<file path="src/rtl/i2c_bus_mon_pkg.sv">
// i2c_bus_mon_pkg: shared types and constants for the I2C bus monitor.
package i2c_bus_mon_pkg;

    typedef enum logic {BusIdle, BusBusy} bus_state_e;

    localparam logic LineIdle = 1'b1;

endpackage

</file>
<file path="src/rtl/i2c_line_filter.sv">
// i2c_line_filter: glitch filter for one synchronized bus line.
module i2c_line_filter
    import i2c_bus_mon_pkg::*;
#(
    parameter int unsigned FiltW = 8
) (
    input  logic             clk_i,
    input  logic             rst_ni,
    input  logic             en_i,
    input  logic [FiltW-1:0] thresh_i,
    input  logic             s_i,
    output logic             f_o
);

    logic             f_q, f_d;
    logic [FiltW-1:0] cnt_q, cnt_d;

    // The >= compare lets a lowered threshold take effect immediately.
    always_comb begin
        f_d   = f_q;
        cnt_d = '0;
        if (!en_i) begin
            f_d = s_i;
        end else if (s_i != f_q) begin
            if (cnt_q >= thresh_i) f_d = s_i;
            else cnt_d = cnt_q + 1'b1;
        end
    end

    always_ff @(posedge clk_i or negedge rst_ni) begin
        if (!rst_ni) begin
            f_q   <= LineIdle;
            cnt_q <= '0;
        end else begin
            f_q   <= f_d;
            cnt_q <= cnt_d;
        end
    end

    assign f_o = f_q;

endmodule

</file>
<file path="src/rtl/prim_flop_2sync.sv">
// prim_flop_2sync: two-flop synchronizer for asynchronous inputs.
module prim_flop_2sync #(
    parameter int unsigned      Width      = 1,
    parameter logic [Width-1:0] ResetValue = '0
) (
    input  logic             clk_i,
    input  logic             rst_ni,
    input  logic [Width-1:0] d_i,
    output logic [Width-1:0] q_o
);

    logic [Width-1:0] meta_q;

    always_ff @(posedge clk_i or negedge rst_ni) begin
        if (!rst_ni) begin
            meta_q <= ResetValue;
            q_o    <= ResetValue;
        end else begin
            meta_q <= d_i;
            q_o    <= meta_q;
        end
    end

endmodule

</file>
<file path="src/rtl/i2c_bus_monitor.sv">
// i2c_bus_monitor: synchronizes and filters SCL/SDA, decodes edges and
// START/STOP conditions, and tracks whether the bus is busy.
module i2c_bus_monitor
    import i2c_bus_mon_pkg::*;
#(
    parameter int unsigned FiltW = 8,
    parameter int unsigned IdleW = 16
) (
    input  logic             clk_i,
    input  logic             rst_ni,
    input  logic             scl_i,
    input  logic             sda_i,
    input  logic             filt_en_i,
    input  logic [FiltW-1:0] filt_cycles_i,
    input  logic [IdleW-1:0] idle_cycles_i,
    output logic             scl_o,
    output logic             sda_o,
    output logic             scl_rise_o,
    output logic             scl_fall_o,
    output logic             start_o,
    output logic             stop_o,
    output logic             bus_busy_o
);

    logic [1:0]       sync;
    logic             sp_q, dp_q;
    bus_state_e       state_q, state_d;
    logic [IdleW-1:0] idle_q, idle_d;

    prim_flop_2sync #(
        .Width      (2),
        .ResetValue ({LineIdle, LineIdle})
    ) u_sync (
        .clk_i,
        .rst_ni,
        .d_i ({scl_i, sda_i}),
        .q_o (sync)
    );

    i2c_line_filter #(.FiltW(FiltW)) u_scl_filt (
        .clk_i,
        .rst_ni,
        .en_i     (filt_en_i),
        .thresh_i (filt_cycles_i),
        .s_i      (sync[1]),
        .f_o      (scl_o)
    );

    i2c_line_filter #(.FiltW(FiltW)) u_sda_filt (
        .clk_i,
        .rst_ni,
        .en_i     (filt_en_i),
        .thresh_i (filt_cycles_i),
        .s_i      (sync[0]),
        .f_o      (sda_o)
    );

    assign scl_rise_o = !sp_q && scl_o;
    assign scl_fall_o = sp_q && !scl_o;
    assign start_o    = sp_q && scl_o && dp_q && !sda_o;
    assign stop_o     = sp_q && scl_o && !dp_q && sda_o;
    assign bus_busy_o = state_q == BusBusy;

    // A falling SCL in IDLE means we joined a transfer already in progress.
    always_comb begin
        state_d = state_q;
        idle_d  = '0;
        if (state_q == BusIdle) begin
            state_d = (start_o || scl_fall_o) ? BusBusy : BusIdle;
        end else begin
            idle_d = (scl_o && sda_o) ? ((&idle_q) ? idle_q : idle_q + 1'b1) : '0;
            if (stop_o || (idle_cycles_i != '0 && idle_q == idle_cycles_i)) begin
                state_d = BusIdle;
                idle_d  = '0;
            end
        end
    end

    always_ff @(posedge clk_i or negedge rst_ni) begin
        if (!rst_ni) begin
            sp_q    <= LineIdle;
            dp_q    <= LineIdle;
            state_q <= BusIdle;
            idle_q  <= '0;
        end else begin
            sp_q    <= scl_o;
            dp_q    <= sda_o;
            state_q <= state_d;
            idle_q  <= idle_d;
        end
    end

endmodule
</file>
<file path="config.mk">
export PLATFORM = sky130hd
export DESIGN_NAME = i2c_bus_monitor
export DESIGN_NICKNAME = d
export VERILOG_FILES = /design/src/rtl/i2c_bus_mon_pkg.sv /design/src/rtl/i2c_line_filter.sv /design/src/rtl/prim_flop_2sync.sv /design/src/rtl/i2c_bus_monitor.sv
export SDC_FILE = /design/constraint.sdc
export NUM_CORES = 1
export LEC_CHECK = 0
export ABC_AREA = 1
export CAP_MARGIN = 25
export CORE_MARGIN = 2
export CORE_UTILIZATION = 40
export DETAILED_ROUTE_END_ITERATION = 16
export DONT_BUFFER_PORTS = 1
export PLACE_DENSITY = 0.61
export RECOVER_POWER = 50
export SLEW_MARGIN = 20
export SYNTH_ARGS = -nofsm -noshare
export SYNTH_HDL_FRONTEND = slang
export SYNTH_SLANG_ARGS = --single-unit
</file>
<file path="constraint.sdc">
create_clock -name clk_i -period 1.5 [get_ports clk_i]
set_input_delay 0.15 -clock clk_i [delete_from_list [all_inputs] [get_ports clk_i]]
set_output_delay 0.15 -clock clk_i [all_outputs]
set_load 0.01 [all_outputs]
</file>
==> impl_metrics.tcl, run 1 <==
set metrics [dict create \
    outcome "complete, but fails checks" \
    violations "setup timing" \
    vias 2854 \
    setup_viol 34 \
    n_fill_cell 582 \
    clkPwrFrac 0.272 \
    gp_congestion 0.864 \
    slew_violations 0 \
    start_kind "flip-flop" \
    h-tree-depth 2 \
    place_inst 555 \
    path_class "reg2reg" \
    p_seq_frac 0.457 \
    ys_seq_area_frac 0.363 \
    grt_pass1_wl_um 11900 \
    synthFlopType "dfrtp_1" \
    relSlewSlack 0.280 \
    hp-start "filt_en_i" \
    finalHoldViolations 0 \
    synthDistinctLibCells 28 \
    drc_errors 0 \
    grt_max_degree 42 \
    r2r_slack_ns -0.05 \
    final_nets 538 \
    die_h_um 88.5 \
    ff2ff_path_depth 8 \
    synth_top_area_cell "dfrtp_1" \
    synth_top_area_frac 0.289 \
    overflow 0 \
    rows 30 \
    antenna_cells 0 \
    synth_most_common_cell "nand2_1" \
    synthesis.nets 460 \
    finalClockSkew_ns 0.00467 \
    postSynth.asyncResetShare 1.00 \
    setup_ws_ns -0.0473 \
    avgSynthCellArea_sq_um 6.94 \
    drtAntennaViolNets 0 \
    io_pins 36 \
    critPathRequiredTime_ns 1.69 \
    timing.rr.end "idle_q[4]$_DFFE_PN0P_" \
    synth.top_cells.by_count "101 x nand2_1, 68 x inv_1, 63 x nor2_1, 33 x dfrtp_1, 26 x nand3_1" \
    place_area_sq_um 3370 \
    hold-path-cell-count 3 \
    cp_data_arrival_time_ns 1.74 \
    yosysWarningCount 0 \
    ys_ff_latch 41 \
    core_sq_um 6870 \
    drt-wirelength-per-cell_um 13.7 \
    cts_tree "done" \
    p_int_mw 1.80 \
    hold_path.class "in2reg" \
    min_to "u_sda_filt.cnt_q[7]$_DFF_PN0_" \
    power.leakage_nw 1.94 \
    pwr-share-comb 0.270 \
    max_freq_mhz 646 \
    drv_cap 0 \
    netSwitchingPower_uw 820 \
    drtPass1Iterations 4 \
    clkSlewWorstSetupHoldPaths_ns 0.08 \
    track_usage 0.196 \
    fin_cells 587 \
    synth_area_leaders "dfrtp_1 29%, nand2_1 13%, inv_1 8.9%" \
    die_area_sq_um 7840 \
    clockRootBuffer "clkbuf_8" \
    ir_worst_vdd_v 0.000704 \
    grt_setup_unrepaired "true" \
    areaGrowthSynthToFinish_pct 42.6 \
    clk_path_buf_depth 2 \
    fin_area_sq_um 4080 \
    drive_gt1_frac 0.328 \
    vias_per_cell 4.86 \
    grt_pass1_vias 2628 \
    start_util 0.416 \
    antenna_found_initial 0 \
    p_per_area_nw_per_um2 644 \
    die_x_um 88.5 \
    p_sw_frac 0.313 \
    fin_crit_ns 1.55 \
    setup.worst_path.end_class "flip-flop" \
    cts.sinks 41 \
    crit_path_max_fanout 8 \
    synth-edff-count 0 \
    syn_area_sq_um 2860 \
    numCtsBuffers 5 \
    fin_crit_sh 1.03 \
    wl_um 8070 \
    drtIter0Drc 142 \
    r2r_start "idle_q[14]$_DFFE_PN0P_" \
    numPortBuffers 0 \
    worst_pin_slew_ns 1.08 \
    worstSkewPairLatency_ns 0.29 \
    place.detailed.hpwl_um 5530 \
    synthCells 412 \
]
## per-layer routing
layer	up-vias	part of all wire	track usage
met2	60	0.49	0.320
met4	0	0.016	0.0496
li1	1446	-	-
met3	10	0.051	0.0364
met5	-	0	0
met1	1338	0.45	0.270
## placed cells by master (no fill, tap or decap), types with 3 or more instances in the layout
cell type / count
dfrtp_2: 3
nand3_1: 23
dfstp_2: 8
nor2_4: 4
inv_1: 68
nand4_1: 12
o21ai_0: 10
nor3_2: 12
o21ai_1: 3
ha_1: 6
nand3_2: 3
nor3_4: 3
nor2_1: 56
a21oi_2: 4
dlygate4sd3_1: 4
o21bai_1: 4
nand2_4: 5
a21oi_1: 6
dfrtp_1: 30
xor2_1: 9
clkbuf_8: 5
nor2_2: 9
ha_4: 12
buf_4: 56
o21ai_2: 4
buf_6: 9
nand2_1: 91
xnor2_1: 4
nand2_2: 9
## layout make-up
cell class / instances / area [sq um] / share of cell area
Inverter: 73 / 279 / 0.0685
Clock buffer: 5 / 68.8 / 0.0169
Clock inverter: 3 / 17.5 / 0.00430
Sequential cell: 41 / 1040 / 0.255
Multi-Input combinational cell: 295 / 1910 / 0.468
Tap cell: 96 / 120 / 0.0295
Timing Repair Buffer: 74 / 642 / 0.158
## what timing repair did
action	CTS	global route
resized for setup	15	70
endpoints found under the setup margin	26	37
setup buffers	3	13
hold buffers	5	0
cloned	0	3
pin swaps	6	24
endpoints found under the hold margin	45	0
## how the worst max path moves through the flow
| stage | from | end | cells after the start |
|---|---|---|---|
| floorplan | u_scl_filt.f_o$_DFFE_PN1P_ | bus_busy_o$_DFF_PN0_ | 7 |
| global placement | u_sda_filt.cnt_q[7]$_DFF_PN0_ | u_sda_filt.cnt_q[4]$_DFF_PN0_ | 7 |
| detailed placement | u_sda_filt.cnt_q[7]$_DFF_PN0_ | u_sda_filt.cnt_q[4]$_DFF_PN0_ | 7 |
| CTS | idle_q[1]$_DFFE_PN0P_ | idle_q[7]$_DFFE_PN0P_ | 10 |
| global route | idle_q[1]$_DFFE_PN0P_ | idle_q[0]$_DFFE_PN0P_ | 11 |
| finish | idle_q[14]$_DFFE_PN0P_ | idle_q[4]$_DFFE_PN0P_ | 8 |
## per-stage QoR
stage / util / power [mW] / setup WS (ns) / hold WS [ns] / TNS, ns
3_5_place_dp: 0.490 / 1.70 / -0.0958 / -0.144 / -1.14
6_report: 0.593 / 2.62 / -0.0473 / 0.195 / -0.956
4_1_cts: 0.523 / 2.48 / -0.0186 / 0.150 / -0.0486
5_1_grt: 0.593 / 2.77 / -0.156 / 0.193 / -4.28
3_3_place_gp: 0.490 / 1.69 / -0.0757 / -0.144 / -0.821
2_1_floorplan: - / 1.50 / -0.0133 / -0.146 / -0.0253
## cells by family (layout without fill, tap and decap cells)
group / count (synthesis) / in the layout / synth area share
flip-flops: 41 / 41 / 0.363
adder cells (fa/ha/maj): 19 / 19 / 0.0832
AND/OR/NAND/NOR: 230 / 230 / 0.347
buffers and inverters: 76 / 155 / 0.104
XOR/XNOR: 13 / 13 / 0.0398
AO/OA/AOI/OAI: 33 / 33 / 0.0635
## worst max-delay path, cell delays in order, from the launching register on
cell and delay (ns):
dfrtp_1 0.47, xor2_1 0.20, nor2_1 0.11, nand2_1 0.06, nor2_1 0.12, nand3_1 0.11, nand2_2 0.15, clkbuf_16 0.18
nor2_1 0.04
## power by group through the flow
stage          Combinational, mW  Sequential (mW)  Clock, mW
3_3_place_gp               0.476             1.21          0
2_1_floorplan              0.276             1.22          0
5_1_grt                    0.774             1.21      0.786
4_1_cts                    0.545             1.20      0.742
3_5_place_dp               0.483             1.21          0
6_report                   0.709             1.20      0.715
## flip-flops by register name (all words and copies together) (netlist names), 2 cells and up
register / flops
u_sync.meta_q: 2
u_sync.q_o: 2
u_sda_filt.cnt_q: 8
u_scl_filt.cnt_q: 8
idle_q: 16
Power figures use the tool's default switching activity.
==> run 2: changes to the inputs <==
--- a/config.mk
+++ b/config.mk
@@ -7,11 +7,14 @@
 export LEC_CHECK = 0
 export ABC_AREA = 1
 export CAP_MARGIN = 25
+export CELL_PAD_IN_SITES_DETAIL_PLACEMENT = 0
+export CELL_PAD_IN_SITES_GLOBAL_PLACEMENT = 1
 export CORE_MARGIN = 2
-export CORE_UTILIZATION = 40
+export CORE_UTILIZATION = 41
+export CTS_BUF_LIST = sky130_fd_sc_hd__clkbuf_16
 export DETAILED_ROUTE_END_ITERATION = 16
 export DONT_BUFFER_PORTS = 1
-export PLACE_DENSITY = 0.61
+export PLACE_DENSITY = 0.8
 export RECOVER_POWER = 50
 export SLEW_MARGIN = 20
 export SYNTH_ARGS = -nofsm -noshare
==> run 2 against run 1 <==
First-iteration DRC count is 15% higher. Sequential power barely moved. Critical path depth is 2 higher. The run still ends with setup timing left. Power rose by 12%. Maximum frequency is 3.0% lower. Global-route usage grew 0.89 points. Clock power increased by 43%. Setup slack got worse by 0.047 ns. Clock skew about the same.
==> impl_metrics.tcl, run 2 (synthesis gave the netlist of run 1 again) <==
set metrics [dict create \
    outcome "complete, but fails checks" \
    violations "setup timing" \
    cts_tree "done" \
    top_regs "idle_q (16), u_scl_filt.cnt_q (8), u_sda_filt.cnt_q (8)" \
    die_h_um 87.5 \
    setup_viol 20 \
    start_util 0.423 \
    grt_max_degree 42 \
    final_cell_mix "88 x nand2_1, 65 x inv_1, 50 x buf_4" \
    multi_input_area_sq_um 1950 \
    wl_um 8090 \
    crit_slowest_cell "dfrtp_1" \
    cts.sinks 41 \
    die_area_sq_um 7650 \
    largest_reg_flops 16 \
    crit_path_max_fanout 5 \
    timing.rr.end "idle_q[1]$_DFFE_PN0P_" \
    grt_setup_unrepaired "true" \
    antenna_found_initial 0 \
    register_area_sq_um 1040 \
    place_area_sq_um 3360 \
    crit_chain "nand2_1, nor2_4, nand2_4, nor2_4, nand3_4, buf_6, nand3_2, nand2_1, inv_1, nor2_1" \
    fin_area_sq_um 4140 \
    path_class "reg2reg" \
    cp_data_arrival_time_ns 1.77 \
    hp-start "filt_en_i" \
    power.leakage_nw 1.97 \
    drv_cap 0 \
    max_freq_mhz 627 \
    clkSlewWorstSetupHoldPaths_ns 0.06 \
    hold_path.class "in2reg" \
    antenna_cells 0 \
    max_stage_delay_ns 0.40 \
    worstSkewPairLatency_ns 0.28 \
    drive_gt1_frac 0.346 \
    vias_per_cell 5.05 \
    drc_errors 0 \
    drtAntennaViolNets 0 \
    vias 2876 \
    dp_slack_ns -0.160 \
    finalPower_mw 2.93 \
    start_kind "flip-flop" \
    relSlewSlack 0.296 \
    numCtsBuffers 5 \
    layout_commonest_cell "nand2_1" \
    ff2ff_path_depth 10 \
    fin_crit_ns 1.59 \
    final_nets 536 \
    overflow 0 \
    drt-wirelength-per-cell_um 14.2 \
    drtIter0Drc 164 \
    n_fill_cell 573 \
    tns_ns -1.26 \
    core_sq_um 6760 \
    ir_worst_vdd_v 0.000615 \
    finalHoldViolations 0 \
    clk_path_buf_depth 2 \
    finalClockSkew_ns 0.00421 \
    io_pins 36 \
    die_x_um 87.5 \
    fin_crit_sh 1.06 \
    track_usage 0.205 \
    grt_pass1_vias 2643 \
    clockRootBuffer "clkbuf_16" \
    drtPass1Iterations 4 \
    place.detailed.hpwl_um 5580 \
    gp_congestion 0.874 \
    rows 30 \
    critPathRequiredTime_ns 1.68 \
    slew_violations 0 \
    h-tree-depth 2 \
    worst_pin_slew_ns 1.06 \
    r2r_start "idle_q[3]$_DFFE_PN0P_" \
    setup.worst_path.end_class "flip-flop" \
    p_per_area_nw_per_um2 708 \
    numPortBuffers 0 \
    min_to "u_sda_filt.cnt_q[1]$_DFF_PN0_" \
    top_register "idle_q" \
    setup_ws_ns -0.0944 \
    fin_util 0.613 \
    r2r_slack_ns -0.09 \
    grt_pass1_wl_um 12200 \
    hold-path-cell-count 3 \
    areaGrowthSynthToFinish_pct 44.8 \
]
==> run 2: cell count changes in the layout (fill, tap and decap cells not counted), moves of 3 or more <==
cell and change:
inv_2 +5, nor2_2 +7, o21ai_0 -4, buf_4 -6
nand2_1 -3, o21ai_1 +5, buf_6 +3, clkbuf_8 -5
clkbuf_16 +5, nor2_1 -7, inv_1 -3
==> run 2: cell type report <==
cell class	count	area share
clock buffers	5	0.0302
repair buffers	71	0.152
well taps	80	0.0242
flip-flops and latches	41	0.251
clock inverters	3	0.00333
multi-input cells	296	0.471
inverters	73	0.0674
==> run 2: metal layers <==
metal,track usage,vias to the layer above,part of all wire
li1,-,1451,-
met1,0.290,1358,0.47
met2,0.326,60,0.49
met3,0.0398,7,0.037
met4,0.0406,0,0.0093
met5,0,-,0
==> run 2: timing repair <==
item,CTS,global route
setup buffers,6,6
hold buffers,5,0
cloned,1,2
hold endpoints to repair,45,0
resized for setup,25,83
endpoints found under the setup margin,37,37
pin swaps,15,30
==> run 2: metrics by stage <==
stage	std cells	hold WS (ns)
3_5_place_dp	541	-0.144
6_report	569	0.207
2_1_floorplan	412	-0.146
4_1_cts	561	0.173
5_1_grt	569	0.208
3_3_place_gp	541	-0.144
==> run 2: worst max path at each step <==
| stage | startpoint | end | slack [ns] | depth (start not counted) |
|---|---|---|---|---|
| after CTS | idle_q[0]$_DFFE_PN0P_ | idle_q[0]$_DFFE_PN0P_ | -0.07 | 11 |
| final | idle_q[3]$_DFFE_PN0P_ | idle_q[1]$_DFFE_PN0P_ | -0.09 | 10 |
| after floorplan | u_scl_filt.f_o$_DFFE_PN1P_ | bus_busy_o$_DFF_PN0_ | -0.01 | 7 |
| after global placement | idle_q[0]$_DFFE_PN0P_ | idle_q[1]$_DFFE_PN0P_ | -0.14 | 11 |
| after detailed placement | idle_q[0]$_DFFE_PN0P_ | idle_q[0]$_DFFE_PN0P_ | -0.16 | 11 |
| after global routing | idle_q[0]$_DFFE_PN0P_ | idle_q[0]$_DFFE_PN0P_ | -0.23 | 11 |
==> run 2: where the power goes <==
group          switching, mW  leakage [nW]  internal (mW)  total, mW
Clock                  0.412        0.0748          0.604       1.02
Sequential            0.0409         0.534           1.16       1.20
Combinational          0.389          1.36          0.323      0.712
==> run 2: critical path, delay by kind of cell (launching register included) <==
kind          cells  cell delay (ns)
buf+inv           2             0.20
simple gates      8             0.89
flops             1             0.40
==> run 3: changes to the inputs <==
--- a/config.mk
+++ b/config.mk
@@ -5,12 +5,11 @@
 export SDC_FILE = /design/constraint.sdc
 export NUM_CORES = 1
 export LEC_CHECK = 0
-export ABC_AREA = 1
 export CAP_MARGIN = 25
 export CELL_PAD_IN_SITES_DETAIL_PLACEMENT = 0
 export CELL_PAD_IN_SITES_GLOBAL_PLACEMENT = 1
 export CORE_MARGIN = 2
-export CORE_UTILIZATION = 41
+export CORE_UTILIZATION = 44
 export CTS_BUF_LIST = sky130_fd_sc_hd__clkbuf_16
 export DETAILED_ROUTE_END_ITERATION = 16
 export DONT_BUFFER_PORTS = 1
==> run 3 against run 2 <==
The run still ends with setup timing left. Clock skew down 0.0014 ns. Die area shrank 18%. Critical path type unchanged. Design area fell by 13%. Final cell count decreased by 32%. Sequential power about the same. Clock-buffer cell count stayed put. Largest cell class unchanged. Global-route usage grew 0.67 points. Wire length is 24% lower.
==> impl_metrics.tcl, run 3 <==
set metrics [dict create \
    synthMuxAreaShare 0.0172 \
    setup_viol 35 \
    worst_pin_slew_ns 1.00 \
    ys_seq_area_frac 0.418 \
    clkPwrFrac 0.343 \
    place.detailed.hpwl_um 4230 \
    synth_compound_area_frac 0.0878 \
    drc_errors 0 \
    grt_pass1_vias 2122 \
    grt_setup_unrepaired "true" \
    synth-simple-area-share 0.230 \
    critPathRequiredTime_ns 1.68 \
    setup_ws_ns -0.258 \
    finalHoldViolations 0 \
    ys_ff_latch 41 \
    final_nets 361 \
    synth_top_family_by_area "simple AND/OR/NAND/NOR gates" \
    overflow 0 \
    synth_top_area_frac 0.333 \
    start_kind "flip-flop" \
    start_util 0.453 \
    die_x_um 79.1 \
    slew_violations 0 \
    tns_ns -5.66 \
    p_per_area_nw_per_um2 839 \
    dp_slack_ns -0.240 \
    synthFlopType "dfrtp_1" \
    top_regs "idle_q (16), u_scl_filt.cnt_q (8), u_sda_filt.cnt_q (8)" \
    syn_area_sq_um 2480 \
    drv_cap 0 \
    synthCells 241 \
    largest_reg_flops 16 \
    grt_max_degree 42 \
    outcome "complete, but fails checks" \
    grt_pass1_wl_um 10300 \
    h-tree-depth 2 \
    avgSynthCellArea_sq_um 10.3 \
    yosysWarningCount 0 \
    pwr-share-comb 0.257 \
    worstSkewPairLatency_ns 0.28 \
    core_sq_um 5470 \
    synthesis.nets 289 \
    setup.worst_path.end_class "flip-flop" \
    synth.top_cells.by_count "33 x dfrtp_1, 28 x xor2_1, 19 x ha_1, 16 x nor2_1, 13 x nor3_1" \
    numCtsBuffers 5 \
    io_pins 36 \
    gp_congestion 0.830 \
    netSwitchingPower_uw 867 \
    crit_path_max_fanout 8 \
    layout_commonest_cell "buf_4" \
    synth_most_common_cell "dfrtp_1" \
    antenna_found_initial 0 \
    drtAntennaViolNets 0 \
    drtPass1Iterations 5 \
    rows 27 \
    track_usage 0.212 \
    clkSlewWorstSetupHoldPaths_ns 0.06 \
    areaGrowthSynthToFinish_pct 44.9 \
    synth_top_area_cell "dfrtp_1" \
    power.leakage_nw 1.64 \
    cp_data_arrival_time_ns 1.94 \
    drt-wirelength-per-cell_um 16.0 \
    max_freq_mhz 569 \
    hold_path.class "in2reg" \
    synth_area_leaders "dfrtp_1 33%, xor2_1 9.9%, ha_1 9.6%" \
    wl_um 6180 \
    vias_per_cell 5.43 \
    p_sw_frac 0.288 \
    clockRootBuffer "clkbuf_16" \
    violations "setup timing" \
    fin_crit_ns 1.76 \
    relSlewSlack 0.333 \
    drtIter0Drc 98 \
    synth-edff-count 0 \
    synth_fa_ha_area_frac 0.0959 \
    final_cell_mix "56 x buf_4, 28 x xor2_1, 28 x dfrtp_1" \
    fin_util 0.656 \
    top_register "idle_q" \
    path_class "reg2reg" \
    antenna_cells 0 \
    fin_crit_sh 1.17 \
    p_seq_frac 0.399 \
    p_int_mw 2.14 \
    synthDistinctLibCells 40 \
    synth_xor_area_frac 0.127 \
    die_area_sq_um 6250 \
    die_h_um 79.1 \
    drive_gt1_frac 0.446 \
    finalClockSkew_ns 0.00279 \
    cts.sinks 41 \
    ir_worst_vdd_v 0.000544 \
    cts_tree "done" \
    vias 2096 \
    numPortBuffers 0 \
    postSynth.asyncResetShare 1.00 \
    clk_path_buf_depth 2 \
]
-- run 3: routing by layer --
| metal | vias up | part of all wire | GRT usage |
|---|---|---|---|
| li1 | 1025 | - | - |
| met1 | 1026 | 0.47 | 0.289 |
| met2 | 36 | 0.50 | 0.353 |
| met3 | 9 | 0.022 | 0.0273 |
| met4 | 0 | 0.014 | 0.0621 |
| met5 | - | 0 | 0 |
-- run 3: cells by family (layout without fill, tap and decap cells) --
kind of cell,Yosys count,after routing
and+or+nand+nor,96,96
AOI/OAI and AO/OA,30,30
xor gates and xnor gates,36,36
buffers and inverters,15,88
DFF,41,41
adders and majority gates,19,19
muxes,4,4
-- run 3: final timing paths --
kind	from	end	slack, ns	depth (start not counted)
setup / recovery	idle_q[7]$_DFFE_PN0P_	idle_q[10]$_DFFE_PN0P_	-0.26	7
hold / removal	filt_en_i	u_scl_filt.f_o$_DFFE_PN1P_	0.30	4
setup reg to reg	idle_q[7]$_DFFE_PN0P_	idle_q[10]$_DFFE_PN0P_	-0.26	7
hold reg to reg	u_sync.meta_q[1]$_DFF_PN1_	u_sync.q_o[1]$_DFF_PN1_	0.36	0
max in group asynchronous	rst_ni	idle_q[0]$_DFFE_PN0P_	0.25	2
min in group asynchronous	rst_ni	u_scl_filt.cnt_q[0]$_DFF_PN0_	0.57	2
-- run 3: final cells by class --
type | instances | area, sq um
sequential | 41 | 1040
fill | 447 | 1880
multi-input combinational | 185 | 1680
tap | 72 | 90.1
timing repair buffer | 69 | 592
clock buffer | 5 | 125
clock inverter | 3 | 17.5
inverter | 11 | 41.3
-- run 3: what timing repair did --
item | CTS | global route
resized for setup | 20 | 30
hold endpoints to repair | 43 | 0
pin swaps | 13 | 9
hold buffers | 4 | 0
setup buffers | 10 | 4
gates cloned | 1 | 1
setup endpoints to repair | 35 | 35
-- run 3: stage by stage --
step	cells	cell area [sq um]	hold WS [ns]	total power [mW]
4_1_cts	382	3460	0.276	2.99
3_3_place_gp	360	3080	-0.145	1.74
6_report	386	3590	0.297	3.01
5_1_grt	386	3590	0.337	3.15
2_1_floorplan	241	2620	-0.146	1.54
3_5_place_dp	360	3080	-0.145	1.75
-- run 3: power by group through the flow --
stage	registers [mW]	clock network (mW)	logic, mW
after floorplan	1.24	0	0.301
after global placement	1.21	0	0.524
after detailed placement	1.22	0	0.529
after CTS	1.20	1.06	0.733
after global routing	1.21	1.11	0.834
final	1.20	1.03	0.775
-- run 3: worst max-delay path, cell delays in order, from the launching register on --
cell	delay [ns]
dfrtp_1	0.43
nand4_1	0.17
buf_4	0.19
nor4_4	0.21
nand4_4	0.16
buf_8	0.17
and3_4	0.16
nor4_1	0.16
